File: src/rtl/rsa_mod_mult.sv
// Bit-serial interleaved modular multiplier: result = (a * b) mod n on 2*WIDTH-bit operands.
// Define RSA_CONST_TIME_EN for fixed N-step latency; otherwise leading zeros of b are skipped.
module rsa_mod_mult #(
    parameter int WIDTH = 8
) (
    input  logic               clk,
    input  logic               rst_n,
    input  logic               start,
    input  logic [2*WIDTH-1:0] a,
    input  logic [2*WIDTH-1:0] b,
    input  logic [2*WIDTH-1:0] n,
    output logic [2*WIDTH-1:0] result,
    output logic               finish,
    output logic               busy
);
    localparam int N  = 2 * WIDTH;
    localparam int IW = $clog2(N);

    typedef enum logic [1:0] {IDLE, RUN, DONE} state_t;

    state_t        state, state_nx;
    logic [N-1:0]  a_r, b_r, n_r, r_acc;
    logic [IW-1:0] idx, start_idx;

    logic [N:0]    t2, t2_sub, u_sum, u_sub;
    logic [N-1:0]  t, u_red, u;

`ifdef RSA_CONST_TIME_EN
    assign start_idx = IW'(N - 1);
`else
    // Priority encoder: highest set bit of b, 0 when b == 0.
    always_comb begin
        start_idx = '0;
        for (int k = 0; k < N; k++)
            if (b[k]) start_idx = IW'(k);
    end
`endif

    // Both reductions are always computed and muxed so every step looks the same.
    always_comb begin
        t2     = {r_acc, 1'b0};
        t2_sub = t2 - {1'b0, n_r};
        t      = (t2 >= {1'b0, n_r}) ? t2_sub[N-1:0] : t2[N-1:0];
        u_sum  = {1'b0, t} + {1'b0, a_r};
        u_sub  = u_sum - {1'b0, n_r};
        u_red  = (u_sum >= {1'b0, n_r}) ? u_sub[N-1:0] : u_sum[N-1:0];
        u      = b_r[idx] ? u_red : t;
    end

    always_comb begin
        state_nx = state;
        case (state)
            IDLE:    if (start) state_nx = RUN;
            RUN:     if (idx == '0) state_nx = DONE;
            DONE:    state_nx = IDLE;
            default: state_nx = IDLE;
        endcase
    end

    always_ff @(posedge clk) begin
        if (!rst_n) begin
            state  <= IDLE;
            a_r    <= '0;
            b_r    <= '0;
            n_r    <= '0;
            r_acc  <= '0;
            idx    <= '0;
            result <= '0;
        end else begin
            state <= state_nx;
            if (state == IDLE && start) begin
                a_r   <= a;
                b_r   <= b;
                n_r   <= n;
                r_acc <= '0;
                idx   <= start_idx;
            end else if (state == RUN) begin
                r_acc <= u;
                idx   <= idx - 1'b1;
                if (idx == '0) result <= u;
            end
        end
    end

    assign finish = (state == DONE);
    assign busy   = (state == RUN);
endmodule

File: config.mk
export PLATFORM = sky130hd
export DESIGN_NAME = rsa_mod_mult
export DESIGN_NICKNAME = d
export VERILOG_FILES = /design/src/rtl/rsa_mod_mult.sv
export SDC_FILE = /design/constraint.sdc
export NUM_CORES = 1
export LEC_CHECK = 0
export CAP_MARGIN = 10
export CORE_ASPECT_RATIO = 1.4
export CORE_MARGIN = 5
export CORE_UTILIZATION = 49
export DETAILED_ROUTE_END_ITERATION = 8
export PLACE_DENSITY_LB_ADDON = 0.05
export SLEW_MARGIN = 5
export SYNTH_ARGS = -nofsm -noshare
export SYNTH_HDL_FRONTEND = slang
export SYNTH_SLANG_ARGS = --single-unit
File: constraint.sdc
create_clock -name clk -period 13.2 [get_ports clk]
set_clock_uncertainty 0.05 [all_clocks]
set_input_delay 3.3 -clock clk [delete_from_list [all_inputs] [get_ports clk]]
set_output_delay 3.3 -clock clk [all_outputs]
set_load 0.005 [all_outputs]
-- After elaboration in Yosys (flattened, before gate mapping)
Cells that the tools add are included.
W data, S select, Z words.
- register bits: 86
- bits in latches: 0
- memory bits (writable): 0
- memory bits (read-only): 0
- bits of input ports: 51
- output and inout port bits: 18
- logic and storage cells: 52
- memories: 0
- add/sub/neg operators: 4
- multiply operators: 0
- div/mod/pow operators: 0
- magnitude comparators: 3
- eq/ne operators: 4
- shift-type cells: 0
- muxes and demuxes: 25
- bitwise operators: 2
- reductions and logical operators: 7
- operators by type and width (cell ; number):
    $mux W4 ; 16
    $mux W16 ; 3
    $ge A17 B16 Y1 ; 2
    $sub A16 B16 Y16 ; 2
    $add A16 B16 Y17 ; 1
    $lt A4 B5 Y1 const B ; 1
    $bmux W1 S4 ; 1
    $logic_not A4 Y1 ; 1
    $mux W2 ; 2
    $pmux W2 S2 ; 1
    $sub A4 B1 Y4 const B ; 1
    $reduce_and A3 Y1 ; 1
    $eq A2 B1 Y1 const B ; 1
    $eq A2 B2 Y1 const B ; 1
    $logic_not A2 Y1 ; 1
    $mux W1 ; 2
    $ne A2 B1 Y1 const B ; 1
    $ne A2 B2 Y1 const B ; 1
    $not A1 Y1 ; 2
    $reduce_and A2 Y1 ; 1
    $reduce_bool A2 Y1 ; 1
    $reduce_or A2 Y1 ; 1
    $logic_and A1 B1 Y1 ; 1

-- Logic depth before layout (Yosys ltp)
- depth after elaboration: 16
- gate-level depth with buffers: 29

-- Worst setup path before layout
OpenSTA, ideal clock, no wires.
- path kind: flip-flop to flip-flop
- start point: register n_r[8]
- end point: register r_acc[9]
- arrival: 5.437 ns
- slack: 7.588 ns
- stages on the path, launching flop included: 27
- buffers on the path: 2
- period minus slack after synthesis: 5.612 ns
- cell sequence: dfxtp_1 -> inv_1 -> ha_1 -> buf_2 -> nand4_2 -> or4_4 -> a31oi_2 -> nor2_4 -> nor2_1 -> ha_1 -> inv_1 -> fa_1 -> nand3b_1 -> a21oi_1 -> o21a_1 -> o21ai_0 -> and2_1 -> ha_1 -> a21oi_1 -> o21ai_1 -> and4bb_1 -> o21a_1 -> buf_2 -> o21ai_2 -> mux2_2 -> o211ai_1 -> a21oi_1
- word-level cells in the longest chain between the ends: 6
- elaborated cells between the ends (all ways): 8
- RTL lines (item ; RTL line ; RTL):
    start: declaration ; 22 ; logic [N-1:0] a_r, b_r, n_r, r_acc;
    start signal: assignment ; 74 ; n_r <= n;
    $sub A16 B16 Y16 or $ge A17 B16 Y1 (tied branches) ; 42, 43 ;
    $mux W16 ; 43 ; t = (t2 >= {1'b0, n_r}) ? t2_sub[N-1:0] : t2[N-1:0];
    $add A16 B16 Y17 ; 44 ; u_sum = {1'b0, t} + {1'b0, a_r};
    $sub A16 B16 Y16 or $ge A17 B16 Y1 (tied branches) ; 45, 46 ;
    $mux W16 ; 46 ; u_red = (u_sum >= {1'b0, n_r}) ? u_sub[N-1:0] : u_sum[N-1:0];
    $mux W16 (*) ; 47 ; u = b_r[idx] ? u_red : t;
    end signal: assignment ; 78 ; r_acc <= u;
    end: declaration ; 22 ;
Every way passes the cells marked *; elsewhere a longest branch is shown, timed or not.
A chain may end at the register's enable or synchronous reset.

-- Worst setup path after layout
- start point: register n_r[8]
- end point: register result[4]
- word-level cells in the longest chain between the ends: 6
- elaborated cells between the ends (all ways): 8
- RTL lines (item ; RTL line ; RTL):
    $ge A17 B16 Y1 or $sub A16 B16 Y16 (tied branches) ; 43, 42 ;
    $mux W16 ; 43 ;
    $add A16 B16 Y17 ; 44 ;
    $sub A16 B16 Y16 or $ge A17 B16 Y1 (tied branches) ; 45, 46 ;
    $mux W16 ; 46 ;
    $mux W16 (*) ; 47 ;
    end signal: assignment ; 80 ; if (idx == '0) result <= u;
    end: declaration ; 12 ; output logic [2*WIDTH-1:0] result,
Marks and branches as above.

==> results.json <==
{
  "status": "finished clean",
  "r2r-end": "result[4]",
  "grt_use_total": 0.279,
  "drive_gt1_frac": 0.0507,
  "final-hold-violation-count": 0,
  "cts_tree": "done",
  "wl_met1_um": 8660,
  "slew_viol_final": 0,
  "hold_start": "n_r[4]",
  "globalplace.congestion": 1.01,
  "start_kind": "flip-flop",
  "post_drt_wl_per_cell_um": 20.4,
  "synthCells": 837,
  "antenna_cells": 0,
  "critPathSlowestCell": "or4_4",
  "critical_path.top_delay_family": "compound AO/OA/AOI/OAI gates",
  "cpPeakStageDelay_ns": 0.56,
  "cts_htree_levels": 3,
  "worst-path-buf-inv": 2,
  "num_vias": 6446,
  "ys_seq_area_frac": 0.265,
  "ant_nets": 0,
  "drt_iter0_drc": 398,
  "r2r_cells": 24,
  "final_nets": 987,
  "yosysTopAreaCellShare": 0.265,
  "io_pins": 69,
  "path_cells": "inv_1, ha_1, nand4_2, or4_4, a31oi_2, nor2_4, nor2_1, ha_1, inv_1, fa_1, nand3b_1, a2111oi_2, a211oi_1, nor2_1, xor2_1, ha_1, nand4_1, nor4_1, a22oi_1, o211a_1, o21a_1, o311ai_1, nand3_1, a21boi_0",
  "numCtsBuffers": 9,
  "final_common_cell": "nand2_1",
  "synth_edf_count": 0,
  "worstPathRequired_ns": 13.42,
  "ctsHoldBuffers": 0,
  "hp-class": "flip-flop to flip-flop",
  "synthesis.area_um2": 6490,
  "grt_remaining_overflow": 0,
  "synthArstFlopShare": 0,
  "clk_latency_ns": 0.35,
  "ctsResizeCount": 0,
  "top_layer": "met4",
  "cts_root_buf": "clkbuf_16",
  "cp-end-kind": "flip-flop",
  "hpwl_um": 17400,
  "regArea_um2": 1720,
  "worst_path_most_repeated_cell": "ha_1",
  "post_cts_buffers": 0,
  "port_buffers": 68,
  "syn_to_final_growth_pct": 16.6,
  "drt-vias-per-instance": 6.05,
  "multi_input_area_um2": 4450,
  "whs_path_depth": 2,
  "antenna_found_initial": 0,
  "worstMarginPinSlew_ns": 0.753,
  "synthDistinctLibCells": 76,
  "clkSinkCount": 86,
  "core_area_um2": 12900,
  "synthTopCellsByArea": "dfxtp_1 27%, ha_1 9.6%, nand2_1 8.7%, a21boi_0 6.2%, a21oi_1 4.5%",
  "yosys_warnings": 0,
  "holdWs_ns": 0.416,
  "drt_wl_total_um": 21700,
  "setup_violations": 0,
  "layout_common_cells": "151 x nand2_1, 86 x dfxtp_1, 67 x clkdlybuf4s50_1, 59 x a21oi_1, 54 x a21boi_0",
  "tns_ns": 0,
  "grt_pass1_wl_um": 33900,
  "worstPathMaxFanout": 14,
  "ff2ff_setup_slack_ns": 5.77,
  "yosysTopAreaCell": "dfxtp_1",
  "rsz0062_at_grt": "false",
  "rows": 49,
  "cts.path.max_buffers": 2,
  "arrival_ns": 7.65,
  "drc": 0,
  "met3_wirelength_um": 1370,
  "avgSynthCellArea_um2": 7.75,
  "die_h_um": 146,
  "cap_viol_max_count": 0,
  "fin_crit_ns": 7.43,
  "drt-pass1-iter-count": 5,
  "max_slew_margin": 0.498,
  "synth_ff_type": "dfxtp_1",
  "holdPathEnd": "n_r[4]",
  "fmax_mhz": 135,
  "crit_type": "flip-flop to flip-flop",
  "synth_nets": 941,
  "grt_max_degree": 73,
  "ys_ff_latch": 86,
  "grt_pass1_vias": 6248,
  "path_clk_slew_ns": 0.07,
  "dieArea_um2": 15700,
  "rr_startpoint": "n_r[8]",
  "min_period_over_period": 0.563,
  "start_util": 0.502,
  "fillerInstances": 1185,
  "wl_met2_um": 10100,
  "die_w_um": 107
}
-- registers in the layout (all words and copies together), names as in the netlist --
signal	cells
a_r	16
b_r	16
idx	4
n_r	16
r_acc	16
result	16
state	2
-- final cells by class --
| type | instances | area share |
|---|---|---|
| inverters | 41 | 0.0203 |
| flip-flops and latches | 86 | 0.227 |
| multi-input cells | 672 | 0.588 |
| clock inverters | 6 | 0.0101 |
| well taps | 178 | 0.0294 |
| repair buffers | 73 | 0.0942 |
| clock buffers | 10 | 0.0303 |
-- per-stage QoR --
stage | area, µm² | utilization | setup slack [ns] | cells
finish | 7570 | 0.585 | 5.77 | 1066
global route | 7570 | 0.585 | 5.44 | 1066
CTS | 7570 | 0.585 | 5.93 | 1066
detailed placement | 7260 | 0.561 | 6.05 | 1050
global placement | 7260 | 0.561 | 6.01 | 1050
floorplan | 6490 | - | 7.59 | 837
-- synth_stat cells (3+ instances only) --
library cell  instances
a211o_1               3
a211oi_1             11
a21boi_0             54
a21boi_1              6
a21o_1               12
a21oi_1              59
a31oi_1               5
a32oi_1               4
and2_1                5
and3_1                3
and4_1                3
buf_2                 7
clkbuf_1             26
dfxtp_1              86
fa_1                  3
ha_1                 50
inv_1                40
mux2_2                4
mux2i_1               5
mux4_2                4
nand2_1             151
nand2b_1              9
nand3_1              32
nand4_1               7
nor2_1               37
nor2b_1               7
nor3_1               16
nor4_1                5
o211ai_1             23
o21a_1               12
o21ai_0              40
o21ai_1               8
o21bai_1              6
o2bb2ai_1             5
o41ai_1               3
or3_1                 4
xnor2_1              21
xor2_1                9
-- metal layers --
layer  track usage  up-vias
met5             0        -
met4         0.185        0
met3        0.0375       71
met2         0.448      276
met1         0.345     2959
li1              -     3140
-- logic make-up (layout without fill, tap and decap cells) --
| kind of cell | count (synthesis) | after routing | share of synthesized area |
|---|---|---|---|
| compound gates | 281 | 281 | 0.297 |
| buf+inv | 79 | 130 | 0.0499 |
| xor+xnor | 30 | 30 | 0.0405 |
| fa+ha+maj | 53 | 53 | 0.106 |
| mux | 15 | 15 | 0.0332 |
| simple gates | 293 | 293 | 0.209 |
| flops | 86 | 86 | 0.265 |
-- worst max path at each step --
stage / start / slack, ns / depth (start not counted) / end
floorplan: n_r[8] / 7.59 / 26 / r_acc[9]
global placement: n_r[8] / 6.01 / 24 / result[4]
detailed placement: n_r[8] / 6.05 / 24 / result[4]
CTS: n_r[8] / 5.93 / 24 / result[4]
global route: n_r[3] / 5.44 / 25 / result[4]
finish: n_r[8] / 5.77 / 24 / result[4]
-- worst register-to-register path, cell delays in order, from the launching register on --
cell	delay, ns
dfxtp_1	0.33
inv_1	0.08
ha_1	0.44
nand4_2	0.18
or4_4	0.56
a31oi_2	0.50
nor2_4	0.13
nor2_1	0.30
ha_1	0.27
inv_1	0.07
fa_1	0.40
nand3b_1	0.30
a2111oi_2	0.35
a211oi_1	0.15
nor2_1	0.16
xor2_1	0.44
ha_1	0.29
nand4_1	0.20
nor4_1	0.32
a22oi_1	0.13
o211a_1	0.27
o21a_1	0.35
o311ai_1	0.55
nand3_1	0.29
a21boi_0	0.23
Power is left out: the tool's default activity adds up to more than one toggle a clock period on the data nets, which glitch-free logic cannot reach.
